$ cat src/rtl/isp_apb_page_buffer.sv
// rtl/isp_apb_page_buffer.sv - APB3 completer buffering ISP image words into a FIFO with checksum and stream output
// Firmware pushes words through DATA; a registered output stage drains them over ISP_DATA/ISP_VALID/ISP_READY.
module isp_apb_page_buffer #(
   parameter int DEPTH_LOG2  = 6,
   parameter int WAIT_STATES = 1
) (
   input  logic        PCLK,
   input  logic        PRESET_N,
   input  logic        PSEL,
   input  logic        PENABLE,
   input  logic        PWRITE,
   input  logic [15:0] PADDR,
   input  logic [31:0] PWDATA,
   output logic [31:0] PRDATA,
   output logic        PREADY,
   output logic        PSLVERR,
   output logic [31:0] ISP_DATA,
   output logic        ISP_VALID,
   input  logic        ISP_READY,
   output logic        IRQ
);
   localparam int                DEPTH   = 1 << DEPTH_LOG2;
   localparam logic [2:0]        WS      = 3'(WAIT_STATES);
   localparam logic [DEPTH_LOG2:0] PTR_ONE = (DEPTH_LOG2+1)'(1);

   logic [2:0]          ws_q, ws_d;
   logic                en_q, en_d, irq_en_q, irq_en_d, ovf_q, ovf_d;
   logic                valid_q, valid_d, irq_q, irq_d;
   logic [31:0]         csum_q, csum_d, data_q, data_d;
   logic [DEPTH_LOG2:0] wr_q, wr_d, rd_q, rd_d, level;
   logic [31:0]         mem [DEPTH];
   logic [31:0]         rdata;

   logic access, commit, wr_fire, mapped;
   logic sel_ctrl, sel_status, sel_data, sel_level, sel_csum, unmapped;
   logic empty, full, push_req, push, ovf_hit, clear, load;
   logic [5:0] off;
   logic unused_paddr;

   assign unused_paddr = ^PADDR[1:0];

   assign access  = PSEL & PENABLE;
   assign PREADY  = (ws_q == WS);
   assign commit  = access & PREADY;
   assign wr_fire = commit & PWRITE;

   assign mapped     = (PADDR[15:8] == 8'h00);
   assign off        = PADDR[7:2];
   assign sel_ctrl   = mapped && (off == 6'd0);
   assign sel_status = mapped && (off == 6'd1);
   assign sel_data   = mapped && (off == 6'd2);
   assign sel_level  = mapped && (off == 6'd3);
   assign sel_csum   = mapped && (off == 6'd4);
   assign unmapped   = ~(sel_ctrl | sel_status | sel_data | sel_level | sel_csum);

   // Extra pointer MSB: difference reaches DEPTH only when full
   assign level = wr_q - rd_q;
   assign empty = (level == '0);
   assign full  = level[DEPTH_LOG2];

   assign push_req = wr_fire & sel_data;
   assign push     = push_req & ~full;
   assign ovf_hit  = push_req & full;
   assign clear    = wr_fire & sel_ctrl & PWDATA[1];
   assign load     = en_q & ~empty & (~valid_q | ISP_READY);

   always_comb begin
      ws_d     = ws_q;
      en_d     = en_q;
      irq_en_d = irq_en_q;
      wr_d     = wr_q;
      rd_d     = rd_q;
      csum_d   = csum_q;
      ovf_d    = ovf_q;
      valid_d  = valid_q;
      data_d   = data_q;
      if (!PSEL || commit)
         ws_d = 3'd0;
      else if (access && (ws_q < WS))
         ws_d = ws_q + 3'd1;
      if (wr_fire && sel_ctrl) begin
         en_d     = PWDATA[0];
         irq_en_d = PWDATA[2];
      end
      if (push) begin
         wr_d   = wr_q + PTR_ONE;
         csum_d = csum_q + PWDATA;
      end
      if (ovf_hit)
         ovf_d = 1'b1;
      else if (wr_fire && sel_status && PWDATA[2])
         ovf_d = 1'b0;
      if (load) begin
         rd_d    = rd_q + PTR_ONE;
         data_d  = mem[rd_q[DEPTH_LOG2-1:0]];
         valid_d = 1'b1;
      end else if (valid_q && ISP_READY) begin
         valid_d = 1'b0;
      end
      // CLEAR aborts the stream even if a word is being held
      if (clear) begin
         wr_d    = '0;
         rd_d    = '0;
         csum_d  = 32'd0;
         ovf_d   = 1'b0;
         valid_d = 1'b0;
         data_d  = 32'd0;
      end
      irq_d = irq_en_q & (ovf_q | (en_q & empty & ~valid_q));
   end

   always_ff @(posedge PCLK or negedge PRESET_N) begin
      if (!PRESET_N) begin
         ws_q     <= 3'd0;
         en_q     <= 1'b0;
         irq_en_q <= 1'b0;
         wr_q     <= '0;
         rd_q     <= '0;
         csum_q   <= 32'd0;
         ovf_q    <= 1'b0;
         valid_q  <= 1'b0;
         data_q   <= 32'd0;
         irq_q    <= 1'b0;
      end else begin
         ws_q     <= ws_d;
         en_q     <= en_d;
         irq_en_q <= irq_en_d;
         wr_q     <= wr_d;
         rd_q     <= rd_d;
         csum_q   <= csum_d;
         ovf_q    <= ovf_d;
         valid_q  <= valid_d;
         data_q   <= data_d;
         irq_q    <= irq_d;
      end
   end

   always_ff @(posedge PCLK) begin
      if (push)
         mem[wr_q[DEPTH_LOG2-1:0]] <= PWDATA;
   end

   always_comb begin
      rdata = 32'd0;
      if (sel_ctrl)   rdata = {29'd0, irq_en_q, 1'b0, en_q};
      if (sel_status) rdata = {28'd0, valid_q, ovf_q, full, empty};
      if (sel_level)  rdata = 32'(level);
      if (sel_csum)   rdata = csum_q;
   end

   assign PRDATA    = (access && PREADY && !PWRITE) ? rdata : 32'd0;
   assign PSLVERR   = commit & (unmapped | ovf_hit);
   assign ISP_DATA  = data_q;
   assign ISP_VALID = valid_q;
   assign IRQ       = irq_q;
endmodule

$ cat config.mk
export PLATFORM = sky130hd
export DESIGN_NAME = isp_apb_page_buffer
export DESIGN_NICKNAME = d
export VERILOG_FILES = /design/src/rtl/isp_apb_page_buffer.sv
export SDC_FILE = /design/constraint.sdc
export NUM_CORES = 2
export LEC_CHECK = 0
export ABC_AREA = 0
export BUFFER_PORTS_ARGS = -buffer_cell sky130_fd_sc_hd__buf_2
export CORE_ASPECT_RATIO = 0.9
export CORE_MARGIN = 5
export CORE_UTILIZATION = 55
export CTS_CLUSTER_SIZE = 8
export DETAILED_ROUTE_END_ITERATION = 8
export PLACE_DENSITY = 0.71
export SKIP_CTS_REPAIR_TIMING = 1
export SYNTH_ARGS = -nofsm -noshare
export SYNTH_HDL_FRONTEND = slang
export SYNTH_SLANG_ARGS = --single-unit
$ cat constraint.sdc
create_clock -name PCLK -period 8.41 [get_ports PCLK]
set_input_delay 0.4205 -clock PCLK [delete_from_list [all_inputs] [get_ports PCLK]]
set_output_delay 0.4205 -clock PCLK [all_outputs]
set_load 0.02 [all_outputs]
==> results.sh <==
export IMPL_yosys_warnings=0
export IMPL_power_density_nw_per_um2=240
export IMPL_num_rows=136
export IMPL_maxCapViolations=0
export IMPL_timing_slew_headroom_pct=8.92
export IMPL_slowest_delay_ps=1070
export IMPL_clk_latency_ps=940
export IMPL_cp_arrival_ps=7160
export IMPL_max_freq_mhz=151
export IMPL_syn_area_per_cell_um2=20.8
export IMPL_wl_per_cell_um=33.8
export IMPL_grt_max_degree=117
export IMPL_tritoncts="done"
export IMPL_path_clk_slew_ps=50
export IMPL_start_util_pct=55.1
export IMPL_yosysMostFrequentCell="edfxtp_1"
export IMPL_grt_ovfl_total=0
export IMPL_grt_pass1_wl_um=317000
export IMPL_crit_path_end_kind="flop"
export IMPL_area_delta_synth_final_pct=14.9
export IMPL_fin_area_um2=96300
export IMPL_synthCells=4035
export IMPL_synth_ff_type="edfxtp_1"
export IMPL_die_y_um=380
export IMPL_place_detailed_hpwl_um=122000
export IMPL_async_flop_share_pct=4.03
export IMPL_drc=0
export IMPL_critical_path_class="reg2reg"
export IMPL_period_share_pct=78.9
export IMPL_synth_area_um2=83900
export IMPL_viasPerCell=6.66
export IMPL_fp_coreArea_um2=152000
export IMPL_dr_pass1_iters=6
export IMPL_wirelength_um=220000
export IMPL_finalSetupViolations=0
export IMPL_cp_max_fo=40
export IMPL_hp_class="in2reg"
export IMPL_status="complete, no violations"
export IMPL_hold_viol=0
export IMPL_cp_slowest_cell="nand3_1"
export IMPL_tns_ps=0
export IMPL_gp_congestion=0.881
export IMPL_p_leak_nw=30.9
export IMPL_path_cells="clkinv_2 -> ha_1 -> a21oi_2 -> o211ai_1 -> a21oi_2 -> xnor2_2 -> nor2_4 -> nand3_1 -> nor2_4 -> buf_4"
export IMPL_post_route_util_pct=63.3
export IMPL_whs_ps=46.1
export IMPL_synth_distinct_cells=75
export IMPL_grt_pass1_vias=43800
export IMPL_initialDrtViolationCount=6059
export IMPL_synth_top_area_share_pct=73.3
export IMPL_cts_sinks=2134
export IMPL_cp_required_ps=8940
export IMPL_grt_setup_unrepaired="no"
export IMPL_min_period_ps=6630
export IMPL_synth_edff_count=2048
export IMPL_track_usage_pct=27.6
export IMPL_drive_above_1_share_pct=27.6
export IMPL_portBuffers=119
export IMPL_ir_worst_vdd_mv=0.210
export IMPL_startpoint_type="flop"
export IMPL_synth_area_top_cells="edfxtp_1 (73%), mux4_2 (15%), dfrtp_1 (2.6%), nand2_1 (1.2%), mux2i_1 (0.80%)"
export IMPL_vias=43500
export IMPL_maxSlewViolCount=0
export IMPL_die_w_um=422
export IMPL_antenna_found_initial=16
export IMPL_post_dp_cell_area_um2=87600
export IMPL_io_pins=122
export IMPL_cts_buffers=317
export IMPL_synth_seq_cells=2134
export IMPL_finalPower_w=0.0231
export IMPL_cts_root_buf="clkbuf_16"
export IMPL_synth_area_leader_cell="edfxtp_1"
export IMPL_synth_common_cells="edfxtp_1 (2048), mux4_2 (558), nand2_1 (268), nor2_1 (156), clkbuf_1 (100)"
export IMPL_drt_antenna_violating_nets=0
export IMPL_finClkSkew_ps=65.6
export IMPL_synth_fp_nets=4132
export IMPL_ys_seq_area_share_pct=75.9
export IMPL_num_nets_final=4500
export IMPL_htree_levels=5
export IMPL_dieArea_um2=160000
export IMPL_worst_pin_slew_ps=1360
export IMPL_clockBufferDepth=4
[report_power, final]
group	internal (W)	leakage (nW)	switching [W]	total, W
combinational	0.0000451	7.17	0.000246	0.000291
sequential	0.0117	19.6	0.00000166	0.0117
clock	0.00693	4.17	0.00423	0.0112
[logic make-up after synthesis]
family | after synthesis | share of synthesized area [%]
flops | 2134 | 75.9
mux | 628 | 15.8
simple gates | 628 | 3.40
compound gates | 323 | 2.52
buf+inv | 238 | 1.27
fa+ha+maj | 43 | 0.659
xor+xnor | 41 | 0.437
[flip-flops by register name, indices dropped and copies added (netlist names)]
name       count
ISP_DATA      32
wr_q           7
csum_q        32
ISP_VALID      1
IRQ            1
rd_q           7
en_q           1
mem         2048
ws_q           3
ovf_q          1
irq_en_q       1
[metal layers]
metal | GRT usage, % | wire length [um] | part of all wire, % | up-vias
met5 | 0 | 13 | 0.0059 | -
met4 | 10.7 | 9200 | 4.2 | 2
met3 | 7.01 | 24600 | 11 | 499
met2 | 42.8 | 105000 | 48 | 2768
met1 | 38.5 | 81800 | 37 | 22800
li1 | - | - | - | 17400
[cell usage in the layout (no fill, tap or decap), types with 17 or more instances in the layout]
cell       count
edfxtp_1    2048
mux4_2       558
clkbuf_16    326
nand2_1      268
buf_4        138
buf_2        118
clkbuf_1     102
nor2_1        92
dfrtp_1       82
nand3_1       76
o21ai_0       69
mux2i_1       67
a21oi_1       65
nor2_4        65
o22ai_1       45
ha_1          41
and3_1        29
and2_1        28
xnor2_1       25
a221oi_1      20
a31oi_1       20
o221ai_1      17
[metrics by stage]
stage | setup WS, ps | instances
after global placement | 2010 | 6078
after global routing | 1710 | 6520
final | 1780 | 6524
after floorplan | 3580 | 4035
after detailed placement | 1940 | 6078
after CTS | 1910 | 6512
[area by class of cell]
cell class	count	area (um2)
Antenna cell	5	12.5
Tap cell	2001	2500
Multi-Input combinational cell	1663	19600
Fill cell	10000	55800
Timing Repair Buffer	269	1820
Clock inverter	6	67.6
Clock buffer	428	8540
Inverter	18	76.3
Sequential cell	2134	63700
[critical path, delay by kind of cell, from the launching register on]
kind            cells  cell delay, ps
compound gates      3             530
flops               1             880
simple gates        3            2620
buf+inv             2            1330
fa+ha+maj           1             680
xor+xnor            1             200
[worst paths after layout]
kind / start / end / slack (ps) / depth (start not counted)
max: rd_q[2] / mem[52][23] / 1780 / 10
min: PWDATA[0] / mem[37][0] / 50 / 2
max reg2reg: rd_q[2] / mem[52][23] / 1780 / 10
min reg2reg: csum_q[31] / csum_q[31] / 480 / 1
max in group asynchronous: PRESET_N / rd_q[1] / 6980 / 3
min in group asynchronous: PRESET_N / csum_q[14] / 100 / 2
Note: power is estimated with default switching activity, not from simulation.
